$ cat config.mk
export PLATFORM = sky130hd
export DESIGN_NAME = alu_exec
export DESIGN_NICKNAME = d
export VERILOG_FILES = /design/src/rtl/alu_pkg.sv /design/src/rtl/alu_core.sv /design/src/rtl/alu_exec.sv
export SDC_FILE = /design/constraint.sdc
export NUM_CORES = 1
export LEC_CHECK = 0
export BUFFER_PORTS_ARGS = -buffer_cell sky130_fd_sc_hd__buf_4
export CAP_MARGIN = 20
export CORE_UTILIZATION = 45
export DETAILED_ROUTE_END_ITERATION = 6
export PLACE_DENSITY = 0.67
export SETUP_SLACK_MARGIN = 0.1
export SLEW_MARGIN = 30
export SYNTH_ARGS = -nofsm -noshare
export SYNTH_HDL_FRONTEND = slang
export SYNTH_SLANG_ARGS = --single-unit
$ cat constraint.sdc
create_clock -name clk -period 8 [get_ports clk]
set_input_delay 1.6 -clock clk [delete_from_list [all_inputs] [get_ports clk]]
set_output_delay 1.6 -clock clk [all_outputs]
set_load 0.01 [all_outputs]
$ cat src/rtl/alu_pkg.sv
// Shared ALU control codes (common with the ALU decoder) and the execute-stage FSM states.
// Optional build macro: ALU_BARREL_SHIFT_EN selects single-cycle barrel shifts.
package alu_pkg;

    localparam logic [3:0] ALU_ADD   = 4'b0000;
    localparam logic [3:0] ALU_SUB   = 4'b0001;
    localparam logic [3:0] ALU_AND   = 4'b0010;
    localparam logic [3:0] ALU_OR    = 4'b0011;
    localparam logic [3:0] ALU_PASSB = 4'b0100;
    localparam logic [3:0] ALU_RAND  = 4'b0101;
    localparam logic [3:0] ALU_ROR   = 4'b0110;
    localparam logic [3:0] ALU_SLL   = 4'b0111;
    localparam logic [3:0] ALU_XOR   = 4'b1000;
    localparam logic [3:0] ALU_SRL   = 4'b1001;

    typedef enum logic [1:0] {
        ST_IDLE  = 2'd0,
        ST_SHIFT = 2'd1,
        ST_DONE  = 2'd2
    } alu_state_t;

endpackage

$ cat src/rtl/alu_core.sv
// Combinational single-cycle ALU operations producing result and carry/borrow.
// With ALU_BARREL_SHIFT_EN defined, shifts are done here as well; otherwise shift codes return a unchanged.
module alu_core
    import alu_pkg::*;
#(
    parameter int WIDTH = 8
) (
    input  logic [3:0]       alu_control,
    input  logic [WIDTH-1:0] a,
    input  logic [WIDTH-1:0] b,
    output logic [WIDTH-1:0] result,
    output logic             carry
);

    logic [WIDTH:0] sum;
    logic [WIDTH:0] diff;

    assign sum  = {1'b0, a} + {1'b0, b};
    // Top bit of the widened difference is the borrow, i.e. a < b unsigned.
    assign diff = {1'b0, a} - {1'b0, b};

`ifdef ALU_BARREL_SHIFT_EN
    localparam int SHW = $clog2(WIDTH);

    logic [SHW-1:0] shamt;
    logic [WIDTH:0] shl_ext;
    logic [WIDTH:0] shr_ext;

    assign shamt = b[SHW-1:0];
    // The extra guard bit catches the last bit shifted out, and stays 0 for n=0.
    assign shl_ext = {1'b0, a} << shamt;
    assign shr_ext = {a, 1'b0} >> shamt;
`endif

    always_comb begin
        result = b;
        carry  = 1'b0;
        case (alu_control)
            ALU_ADD: begin
                result = sum[WIDTH-1:0];
                carry  = sum[WIDTH];
            end
            ALU_SUB: begin
                result = diff[WIDTH-1:0];
                carry  = diff[WIDTH];
            end
            ALU_AND:   result = a & b;
            ALU_OR:    result = a | b;
            ALU_XOR:   result = a ^ b;
            ALU_RAND:  result = {{(WIDTH-1){1'b0}}, &a};
            ALU_ROR:   result = {{(WIDTH-1){1'b0}}, |a};
            ALU_PASSB: result = b;
`ifdef ALU_BARREL_SHIFT_EN
            ALU_SLL: begin
                result = shl_ext[WIDTH-1:0];
                carry  = shl_ext[WIDTH];
            end
            ALU_SRL: begin
                result = shr_ext[WIDTH:1];
                carry  = shr_ext[0];
            end
`else
            ALU_SLL, ALU_SRL: result = a;
`endif
            default: result = b;
        endcase
    end

endmodule

$ cat src/rtl/alu_exec.sv
// ALU execute stage: valid/ready capture, iterative shifter FSM and registered result/flags.
// Optional build macro: ALU_BARREL_SHIFT_EN removes the SHIFT state and does every op in one cycle.
//
// Handshake: a transfer happens on a rising edge where valid and ready are both high.
// in_ready is high only in IDLE; out_valid is high only in DONE, where result/zero/carry
// are held stable until out_ready is sampled high. Offers made outside IDLE are ignored.
module alu_exec
    import alu_pkg::*;
#(
    parameter int WIDTH = 8,
    parameter int SHW   = $clog2(WIDTH)
) (
    input  logic             clk,
    input  logic             reset,
    input  logic             in_valid,
    output logic             in_ready,
    input  logic [3:0]       alu_control,
    input  logic [WIDTH-1:0] a,
    input  logic [WIDTH-1:0] b,
    output logic             out_valid,
    input  logic             out_ready,
    output logic [WIDTH-1:0] result,
    output logic             zero,
    output logic             carry,
    output logic [1:0]       state_dbg
);

    alu_state_t     state;
    alu_state_t     state_next;
    logic [WIDTH-1:0] core_result;
    logic             core_carry;

    alu_core #(.WIDTH(WIDTH)) u_core (
        .alu_control (alu_control),
        .a           (a),
        .b           (b),
        .result      (core_result),
        .carry       (core_carry)
    );

`ifndef ALU_BARREL_SHIFT_EN
    logic [SHW-1:0]   shamt;
    logic             start_shift;
    logic [SHW-1:0]   count;
    logic [WIDTH-1:0] work;
    logic             shift_left;
    logic [WIDTH-1:0] work_shifted;
    logic             shifted_out;

    assign shamt       = b[SHW-1:0];
    assign start_shift = ((alu_control == ALU_SLL) || (alu_control == ALU_SRL))
                         && (shamt != '0);

    always_comb begin
        work_shifted = shift_left ? (work << 1) : (work >> 1);
        shifted_out  = shift_left ? work[WIDTH-1] : work[0];
    end
`endif

    assign state_dbg = state;

    always_ff @(posedge clk) begin
        if (reset) state <= ST_IDLE;
        else       state <= state_next;
    end

    always_comb begin
        state_next = state;
        in_ready   = 1'b0;
        out_valid  = 1'b0;
        case (state)
            ST_IDLE: begin
                in_ready = 1'b1;
                if (in_valid) begin
`ifdef ALU_BARREL_SHIFT_EN
                    state_next = ST_DONE;
`else
                    state_next = start_shift ? ST_SHIFT : ST_DONE;
`endif
                end
            end
`ifndef ALU_BARREL_SHIFT_EN
            ST_SHIFT: begin
                if (count == SHW'(1)) state_next = ST_DONE;
            end
`endif
            ST_DONE: begin
                out_valid = 1'b1;
                if (out_ready) state_next = ST_IDLE;
            end
            default: state_next = ST_IDLE;
        endcase
    end

    always_ff @(posedge clk) begin
        if (reset) begin
            result <= '0;
            zero   <= 1'b0;
            carry  <= 1'b0;
`ifndef ALU_BARREL_SHIFT_EN
            count      <= '0;
            work       <= '0;
            shift_left <= 1'b0;
`endif
        end else begin
            case (state)
                ST_IDLE: begin
                    if (in_valid) begin
`ifndef ALU_BARREL_SHIFT_EN
                        if (start_shift) begin
                            work       <= a;
                            count      <= shamt;
                            shift_left <= (alu_control == ALU_SLL);
                        end else
`endif
                        begin
                            result <= core_result;
                            zero   <= (core_result == '0);
                            carry  <= core_carry;
                        end
                    end
                end
`ifndef ALU_BARREL_SHIFT_EN
                // carry tracks the most recent outgoing bit; result only updates at the end.
                ST_SHIFT: begin
                    work  <= work_shifted;
                    carry <= shifted_out;
                    count <= count - SHW'(1);
                    if (count == SHW'(1)) begin
                        result <= work_shifted;
                        zero   <= (work_shifted == '0);
                    end
                end
`endif
                default: ;
            endcase
        end
    end

endmodule

# --- Word-level counts from Yosys, hierarchy flattened ---
# Index checks and enable logic that the tools add are counted.
classes:
  n_addsub: 3
  bitwise_logic: 3
  mux: 28
  n_eq_ne: 16
  n_reduce_logical: 16
op_table:
  columns: ["op", "count"]
  rows:
  - ["8-bit case mux with 8 select lines", 1]
  - ["8-bit two-way mux", 6]
  - ["8-bit case mux with 2 select lines", 2]
  - ["8-bit zero test", 2]
  - ["4-bit by 3-bit == test with 1-bit output, second input constant", 3]
  - ["3-bit AND reduction", 4]
  - ["2-bit inequality test, second input constant", 5]
  - ["8-bit by 8-bit adder with 9-bit output", 1]
  - ["8-bit by 8-bit subtractor with 9-bit output", 1]
  - ["8-bit AND", 1]
  - ["4-bit by 2-bit == test with 1-bit output, second input constant", 2]
  - ["4-bit == test, second input constant", 2]
  - ["1-bit two-way mux", 8]
  - ["2-bit two-way mux", 4]
  - ["8-bit OR", 1]
  - ["8-bit AND reduction", 1]
  - ["8-bit OR reduction", 1]
  - ["8-bit bitwise XOR", 1]
  - ["3-bit two-way mux", 2]
  - ["1-bit case mux with 2 select lines", 3]
  - ["2-bit case mux with 3 select lines", 1]
  - ["3-bit case mux with 2 select lines", 1]
  - ["4-bit by 1-bit == test with 1-bit output, second input constant", 1]
  - ["4-bit zero test", 1]
  - ["11 further kinds", 11]
totals:
  reg_bits: 24
  out_inout_bits: 14
  inputBits: 24

# --- Depth between registers and ports, before layout ---
# Gate-level depths: netlist of the first run.
logic_depth:
  depth_word: 7
  mapped_depth: 11
  mapped_depth_nobuf: 11

# --- Hierarchy ---
# From an unflattened synthesis of the first run, not the netlist that was laid out.
hier_totals:
  cells_unflattened: 384
  area_unflattened_um2: 2924.1
modules_own_cells:
  columns: ["mod", "area_each_um2", "cells_each", "n_inst", "seq_area_each_um2"]
  rows:
  - ["alu_core", 1495.2, 219, 1, 0.0]
  - ["alu_exec", 1428.9, 165, 1, 480.5]

# --- Worst setup path after synthesis of the first run ---
# No wires, ideal clock.
synth_path:
  path_kind: "input -> register"
  from: "input a[0]"
  to: "register zero"
  cell_stages: 11
  path_buffers: 0
  setup_ns: 0.088
  arrival_time_ns: 3.588
  setup_slack_ns: 4.324
  required_ns: 7.912
  path_cell_list: "inv_1 > ha_1 > fa_1 > nor3_1 > o31ai_2 > nand4_1 > nand2_1 > o32a_1 > and4bb_1 > o211ai_1 > a311oi_2"
synth_via:
  elab_chain_len: 6
  word_cells_on_any_way: 12
  cone_classes: "2 x add/sub; 4 x mux; 3 x bitwise; 3 x reduce/logical"
synth_lines:
  columns: ["item", "line_no", "text"]
  rows:
  - ["start, declared", "alu_exec.sv:18", "input logic [WIDTH-1:0] a,"]
  - ["8-bit by 8-bit subtractor with 9-bit output, or another cell as far along", "alu_core.sv:20", "assign diff = {1'b0, a} - {1'b0, b};"]
  - ["8-bit case mux with 8 select lines (*)", "alu_core.sv:38", "case (alu_control)"]
  - ["8-bit zero test (*)", "alu_exec.sv:118", "zero <= (core_result == '0);"]
  - ["1-bit two-way mux (*)", "alu_exec.sv:110", "if (start_shift) begin"]
  - ["1-bit two-way mux (*)", "alu_exec.sv:108", "if (in_valid) begin"]
  - ["1-bit case mux with 2 select lines (*)", "alu_exec.sv:106", "case (state)"]
  - ["end signal, assigned", "alu_exec.sv:118", null]
  - ["end signal, assigned", "alu_exec.sv:131", "zero <= (work_shifted == '0);"]
  - ["end, declared", "alu_exec.sv:23", "output logic zero,"]
# Every way passes the cells marked *; elsewhere a longest branch is shown, timed or not. The select of a mux whose other input is x is not followed.
# A chain may end at the register's enable or synchronous reset.

# --- Worst setup path after layout of the first run ---
# Same ends and word-level chain as after synthesis.

==> results_dict.tcl, run 1 <==
set metrics [dict create \
    syn_area_per_cell_sq_um 7.42 \
    globalRoute.totalOverflow 0 \
    placementRows 27 \
    clock_sinks 24 \
    cp_cell_sequence "buf_4 -> inv_1 -> ha_1 -> fa_1 -> nor3_1 -> o31ai_2 -> nand4_1 -> nand2_1 -> o32a_1 -> and4bb_1 -> o211ai_1 -> a311oi_2" \
    worstSkewPairLatency_ps 270 \
    cp.arrival_ps 4050 \
    synth_top_family_by_area "compound AO/OA/AOI/OAI gates" \
    insertedDiodeCount 0 \
    rsz0062_at_grt "no" \
    cts.clk_slew.worst_paths_ps 90 \
    die-area_sq_mm 0.00635 \
    ys.flop_type "dfxtp_1" \
    netlist_top_cells_area "dfxtp_1 (18%), ha_1 (12%), nor2_1 (5.8%), a21oi_1 (5.2%), a211oi_1 (4.7%)" \
    cts_tree "done" \
    num_io_pins 38 \
    post-route-util 0.537 \
    post_cts_resized 0 \
    fin_nets 438 \
    ff2ff_setup_slack_ps 5740 \
    critPathKind "in2reg" \
    ys_seq_elements 24 \
    die_x_um 79.7 \
    period_needed_ps 3850 \
    tightest_slew_ps 690 \
    post-cts-setup-buffers 0 \
    hp-class "reg2reg" \
    placed_area_sq_mm 0.00298 \
    core_area_sq_mm 0.00568 \
    synth_area_leader_cell "dfxtp_1" \
    synth_compound_area_frac 0.322 \
    seq_power_share 0.339 \
    post-synth-top-area-fraction 0.177 \
    p_switching_mw 0.133 \
    worst_hold_startpoint "result[0]" \
    synthToLayoutAreaGrowth_pct 12.3 \
    grt.total_usage 0.260 \
    dp_cells 453 \
    maxCapViolations 0 \
    finish.instance_area_sq_mm 0.00305 \
    final_common_cell "nor2_1" \
    vdd_drop_max_mv 0.0929 \
    synth-edff-count 0 \
    ys_async_sr_fraction 0 \
    synth_cells 366 \
    fin_worst_skew_ps 9.17 \
    fmax_mhz 259 \
    hold_depth 2 \
    wl_per_cell_um 17.4 \
    p_clk_frac 0.276 \
    p_leak_nw 1.26 \
    crit_path_top_delay_cell "fa_1" \
    yosysSeqAreaShare 0.177 \
    r2r-start "state_dbg[1]" \
    drtAntennaViolNets 0 \
    gp_congestion 0.943 \
    final_cells 457 \
    crit_fanout 7 \
    hold_slack_ps 462 \
    drive_above_1_share 0.138 \
    fin_tns_setup_ps 0 \
    critPathRequiredTime_ps 8190 \
    grt_pass1_wl_um 13100 \
    root_buffer "clkbuf_8" \
    finalSetupViolCount 0 \
    cts_hold_buf 0 \
    synthSimpleGateAreaFrac 0.227 \
    yosysWarnings 0 \
    combPwrFrac 0.386 \
    via_per_inst 6.16 \
    drtIter0Drc 301 \
    vias 2817 \
    status "completed" \
    start_util 0.478 \
    synth_xor_area_frac 0.0161 \
    synthAdderAreaFrac 0.135 \
    htreeDepth 1 \
    synth_area_sq_mm 0.00272 \
    hold_viol 0 \
    fin_crit_sh 0.482 \
    slew_headroom 0.540 \
    grt_pass1_vias 2572 \
    rr_endpoint "zero" \
    numPortBuffers 37 \
    p_int_mw 0.255 \
    finalPower_mw 0.388 \
    dr.pass1.iters 5 \
    mostFrequentLayoutCells "nor2_1 (42), buf_4 (38), a21oi_1 (28)" \
    critPathCaptureType "register" \
    numCtsBuffers 3 \
    clk_path_buf_depth 2 \
    grt_antenna_before_repair 0 \
    p_sw_frac 0.343 \
    hold_path_end "result[0]" \
    synth_fp_nets 418 \
    setup_ws_ps 4150 \
    post-place-ws_ps 3920 \
    maxSlewViolCount 0 \
    r2r_cells 6 \
    die_y_um 79.7 \
    hpwl_um 5960 \
    drc 0 \
    critPathLaunchType "input pin" \
    grt_max_degree 30 \
    totalWireLength_um 7930 \
    slowest_delay_ps 400 \
    yosysUniqueCellTypes 62 \
    synthMuxAreaShare 0.0452 \
    power.density_mw_per_mm2 127 \
]
-- final cells by class --
type / instances / area [sq um]
fillers: 594 / 2630
clock inverters: 1 / 30.0
well taps: 72 / 90.1
flip-flops and latches: 24 / 480
clock buffers: 3 / 41.3
inverters: 26 / 97.6
multi-input cells: 293 / 2020
repair buffers: 38 / 285
-- sequential cells by signal, summed over array words and instances, names as in the netlist --
| signal | count |
|---|---|
| work | 8 |
| carry | 1 |
| shift_left | 1 |
| count | 3 |
| result | 8 |
| zero | 1 |
| state_dbg | 2 |
-- logic make-up after synthesis --
kind of cell	Yosys count
and+or+nand+nor	126
AOI/OAI and AO/OA	122
buffers and inverters	49
adders and majority gates	28
DFF	24
muxes	12
xor gates and xnor gates	5
-- cells in the mapped netlist, types with 6 or more instances --
library cell / n
nor2_1: 42
a21oi_1: 28
ha_1: 26
dfxtp_1: 24
nand2_1: 24
inv_1: 23
a211oi_1: 17
buf_2: 14
nand2b_1: 11
nor3_1: 11
mux2i_1: 10
o21ai_0: 10
nor2b_1: 9
clkbuf_1: 7
nand3_1: 6
nand4_1: 6
o21bai_1: 6
-- worst max-delay path: cells and delay by family --
kind | cells | cell delay [ps]
simple gates | 4 | 830
compound gates | 4 | 800
fa+ha+maj | 2 | 620
buf+inv | 2 | 180
-- worst max path at each step --
stage,depth (start not counted),end,slack (ps),startpoint
detailed placement,12,zero,3920,a[0]
global route,12,zero,3960,a[0]
global placement,9,work[5],3960,alu_control[2]
floorplan,11,zero,4320,a[0]
finish,12,zero,4150,a[0]
CTS,12,zero,4180,a[0]
-- per-layer routing --
layer  up-vias  track usage  wire length (um)
li1       1377            -                 -
met1      1300        0.369              3760
met2       130        0.409              3460
met3        10       0.0457               608
met4         0       0.0509                97
met5         -            0                 0
-- power groups by stage --
stage                     logic [mW]  registers [mW]  clock network, mW
final                          0.150           0.131              0.107
after global routing           0.165           0.132              0.116
after floorplan               0.0972           0.136                  0
after detailed placement       0.147           0.134                  0
after CTS                      0.148           0.131              0.109
after global placement         0.146           0.134                  0
No activity file was read; power rests on OpenSTA's default activity.
==> inputs of run 2 (changes only) <==
clock period = 3.8 ns   (was 8 ns; I/O delays follow)
==> results_dict.tcl, run 2 (synthesized netlist as in run 1, its figures left out) <==
set metrics [dict create \
    critPathRequiredTime_ps 3980 \
    multi_input_area_sq_mm 0.00202 \
    globalRoute.totalOverflow 0 \
    worstSkewPairLatency_ps 260 \
    vias 2858 \
    die_x_um 79.7 \
    num_io_pins 38 \
    cts_hold_buf 0 \
    fin_crit_sh 0.785 \
    dr.pass1.iters 5 \
    drtAntennaViolNets 0 \
    grt_pass1_wl_um 13000 \
    power.density_mw_per_mm2 244 \
    slew_headroom 0.517 \
    critPathCaptureType "register" \
    numPortBuffers 37 \
    setup_ws_ps 816 \
    totalWireLength_um 8020 \
    clock_sinks 24 \
    cts.clk_slew.worst_paths_ps 80 \
    p_leak_nw 1.25 \
    crit_path_top_delay_cell "fa_1" \
    mostFrequentLayoutCells "nor2_1 (42), buf_4 (40), a21oi_1 (28)" \
    crit_fanout 7 \
    critPathKind "in2reg" \
    crit_buf_inv 1 \
    finalSetupViolCount 0 \
    drive_above_1_share 0.137 \
    start_util 0.478 \
    placementRows 27 \
    via_per_inst 6.24 \
    critPathTopFamily "compound AO/OA/AOI/OAI gates" \
    maxSlewViolCount 0 \
    hp-class "reg2reg" \
    critPathLaunchType "input pin" \
    fmax_mhz 335 \
    fin_tns_setup_ps 0 \
    regArea_sq_um 480 \
    drc 0 \
    status "completed" \
    grt_max_degree 30 \
    maxCapViolations 0 \
    drtIter0Drc 252 \
    grt.total_usage 0.264 \
    rsz0062_at_grt "no" \
    numCtsBuffers 3 \
    cts_tree "done" \
    fillers 556 \
    hpwl_um 5940 \
    cp_cell_sequence "buf_4 -> ha_1 -> fa_1 -> a211oi_2 -> nor4_1 -> o21ba_1 -> o32a_1 -> and4bb_1 -> o211ai_1 -> a311oi_2" \
    htreeDepth 1 \
    insertedDiodeCount 0 \
    post-cts-setup-buffers 0 \
    final_common_cell "nor2_1" \
    hold_viol 0 \
    tightest_slew_ps 719 \
    hold_slack_ps 461 \
    clk_path_buf_depth 2 \
    root_buffer "clkbuf_8" \
    post_cts_resized 0 \
    gp_congestion 0.930 \
    vdd_drop_max_mv 0.151 \
    post-place-ws_ps 574 \
    period_needed_ps 2980 \
    synthToLayoutAreaGrowth_pct 11.7 \
    top_regs "result x8, work x8, count x3" \
    fin_worst_skew_ps 5.12 \
    die-area_sq_mm 0.00635 \
    core_area_sq_mm 0.00568 \
    slowest_delay_ps 430 \
    fin_nets 440 \
    grt_pass1_vias 2525 \
    wl_per_cell_um 17.5 \
    die_y_um 79.7 \
    grt_antenna_before_repair 0 \
    cp.arrival_ps 3160 \
]
## run 2: power breakdown
group          total, mW  switching, mW  internal, mW
Clock              0.148         0.0774        0.0709
Combinational      0.316          0.186         0.130
Sequential         0.276         0.0101         0.266
Total              0.741          0.274         0.467
## run 2: worst paths after layout
| kind | startpoint | endpoint | slack, ps | cells past startpoint |
|---|---|---|---|---|
| worst max register to register | state_dbg[1] | zero | 1530 | 6 |
| worst min-delay path | result[0] | result[0] | 460 | 2 |
| worst min register to register | result[0] | result[0] | 460 | 2 |
| worst max-delay path | a[0] | zero | 820 | 10 |
## run 2: worst reg2reg max path, cell delays in order (launching register included)
cell      delay (ps)
dfxtp_1          410
nand2b_1         540
o221ai_1         360
nor3_1           290
and4bb_1         230
o211ai_1         110
a311oi_2         250
## run 2: cell type report
cell class / instances / area share
inverter: 26 / 0.0322
timing repair buffer: 40 / 0.0991
clock buffer: 3 / 0.0136
tap: 72 / 0.0297
sequential: 24 / 0.158
multi-input combinational: 293 / 0.667
## run 2: routing by layer
| layer | track usage | share of wire | vias to the layer above |
|---|---|---|---|
| li1 | - | - | 1385 |
| met1 | 0.393 | 0.48 | 1342 |
| met2 | 0.397 | 0.44 | 117 |
| met3 | 0.0343 | 0.065 | 14 |
| met4 | 0.0582 | 0.013 | 0 |
| met5 | 0 | 0 | - |
## run 2: through the flow
stage,cell area (sq um),instances,power (mW),util
floorplan,2720,366,0.490,-
global placement,2990,455,0.591,0.527
detailed placement,2990,455,0.592,0.527
CTS,3030,458,0.742,0.534
global route,3030,458,0.789,0.534
finish,3030,458,0.741,0.534
==> inputs of run 3 (changes only) <==
PLACE_DENSITY = 0.7   (was 0.67)
clock period = 2.6 ns   (was 3.8 ns; I/O delays follow)
==> results_dict.tcl, run 3 (synthesized netlist as in run 1, its figures left out) <==
set metrics [dict create \
    drtAntennaViolNets 0 \
    die_y_um 79.7 \
    hp-class "reg2reg" \
    fin_tns_setup_ps 0 \
    fin_nets 507 \
    multi_input_area_sq_mm 0.00215 \
    insertedDiodeCount 0 \
    die_x_um 79.7 \
    r2r_cells 4 \
    drive_above_1_share 0.302 \
    cts.clk_slew.worst_paths_ps 90 \
    dr.pass1.iters 5 \
    grt.total_usage 0.295 \
    cp.arrival_ps 2680 \
    numPortBuffers 37 \
    fin_crit_sh 0.956 \
    crit_fanout 3 \
    grt_pass1_vias 2928 \
    num_io_pins 38 \
    htreeDepth 1 \
    vias 3194 \
    vdd_drop_max_mv 0.294 \
    grt_max_degree 26 \
    critPathRequiredTime_ps 2790 \
    power.density_mw_per_mm2 345 \
    mostFrequentLayoutCells "buf_4 (101), nor2_1 (42), a21oi_1 (26)" \
    drtIter0Drc 299 \
    fmax_mhz 402 \
    wl_per_cell_um 17.5 \
    tightest_slew_ps 528 \
    via_per_inst 6.07 \
    maxCapViolations 0 \
    grt_antenna_before_repair 0 \
    post-route-util 0.653 \
    worstSkewPairLatency_ps 270 \
    drc 0 \
    fillers 513 \
    period_needed_ps 2480 \
    gp_congestion 0.936 \
    critPathKind "in2reg" \
    hold_slack_ps 456 \
    status "completed" \
    cts_tree "done" \
    finalPower_mw 1.28 \
    cts_hold_buf 0 \
    clock_sinks 24 \
    grt_pass1_wl_um 14500 \
    top_regs "result x8, work x8, count x3" \
    core_area_sq_mm 0.00568 \
    hold_viol 0 \
    numCtsBuffers 3 \
    placementRows 27 \
    final_common_cell "buf_4" \
    finish.instance_area_sq_mm 0.00371 \
    critPathLaunchType "input pin" \
    hold_depth 2 \
    synthToLayoutAreaGrowth_pct 36.6 \
    clk_path_buf_depth 2 \
    finalSetupViolCount 0 \
    start_util 0.478 \
    placed_area_sq_mm 0.00349 \
    globalRoute.totalOverflow 0 \
    maxSlewViolCount 0 \
    die-area_sq_mm 0.00635 \
    p_leak_nw 1.61 \
    slew_headroom 0.647 \
    rsz0062_at_grt "yes" \
    critPathCaptureType "register" \
    fin_worst_skew_ps 6.26 \
    totalWireLength_um 9230 \
    root_buffer "clkbuf_8" \
    hpwl_um 6870 \
    regArea_sq_um 480 \
]
## run 3: changes by cell type in the layout (fill, tap and decap cells not counted), moves of 4 or more
cell	change
buf_4	+61
ha_4	+4
ha_1	-5
buf_6	+4
## run 3: routing by layer
metal	track usage	vias to the layer above	share of wire
li1	-	1510	-
met1	0.413	1495	0.45
met2	0.464	165	0.45
met3	0.0457	24	0.082
met4	0.0782	0	0.023
met5	0	-	0
## run 3: layout make-up
class	instances	share of cell area
Multi-Input combinational cell	293	0.580
Timing Repair Buffer	107	0.225
Sequential cell	24	0.130
Inverter	26	0.0263
Tap cell	72	0.0243
Clock buffer	4	0.0148
## run 3: worst paths after layout
path	startpoint	endpoint	slack, ps
max reg2reg	shift_left	zero	680
min	result[0]	result[0]	460
min reg2reg	result[0]	result[0]	460
max	b[0]	zero	120
## run 3: report_power, final
part	switching, mW	internal (mW)
Sequential	0.0141	0.389
Combinational	0.320	0.295
Clock	0.126	0.136
## run 3: metrics by stage
step	std cells	setup slack, ps
global placement	518	-157
detailed placement	518	-239
floorplan	366	104
finish	526	115
CTS	524	102
global route	526	49.0
## run 3: worst max-delay path: stages
cell and delay (ps):
buf_8 100, ha_4 160, fa_2 360, a211oi_4 280, nor4_2 90, o21ba_1 170, o32a_1 360, and4bb_1 280
o211ai_1 90, a311oi_2 250
## run 3: what timing repair did
action | 4_1_cts | 5_1_grt
buffers inserted | 2 | 2
pin swaps | 11 | 6
gates resized for setup | 10 | 16
endpoints found under the setup margin | 1 | 3
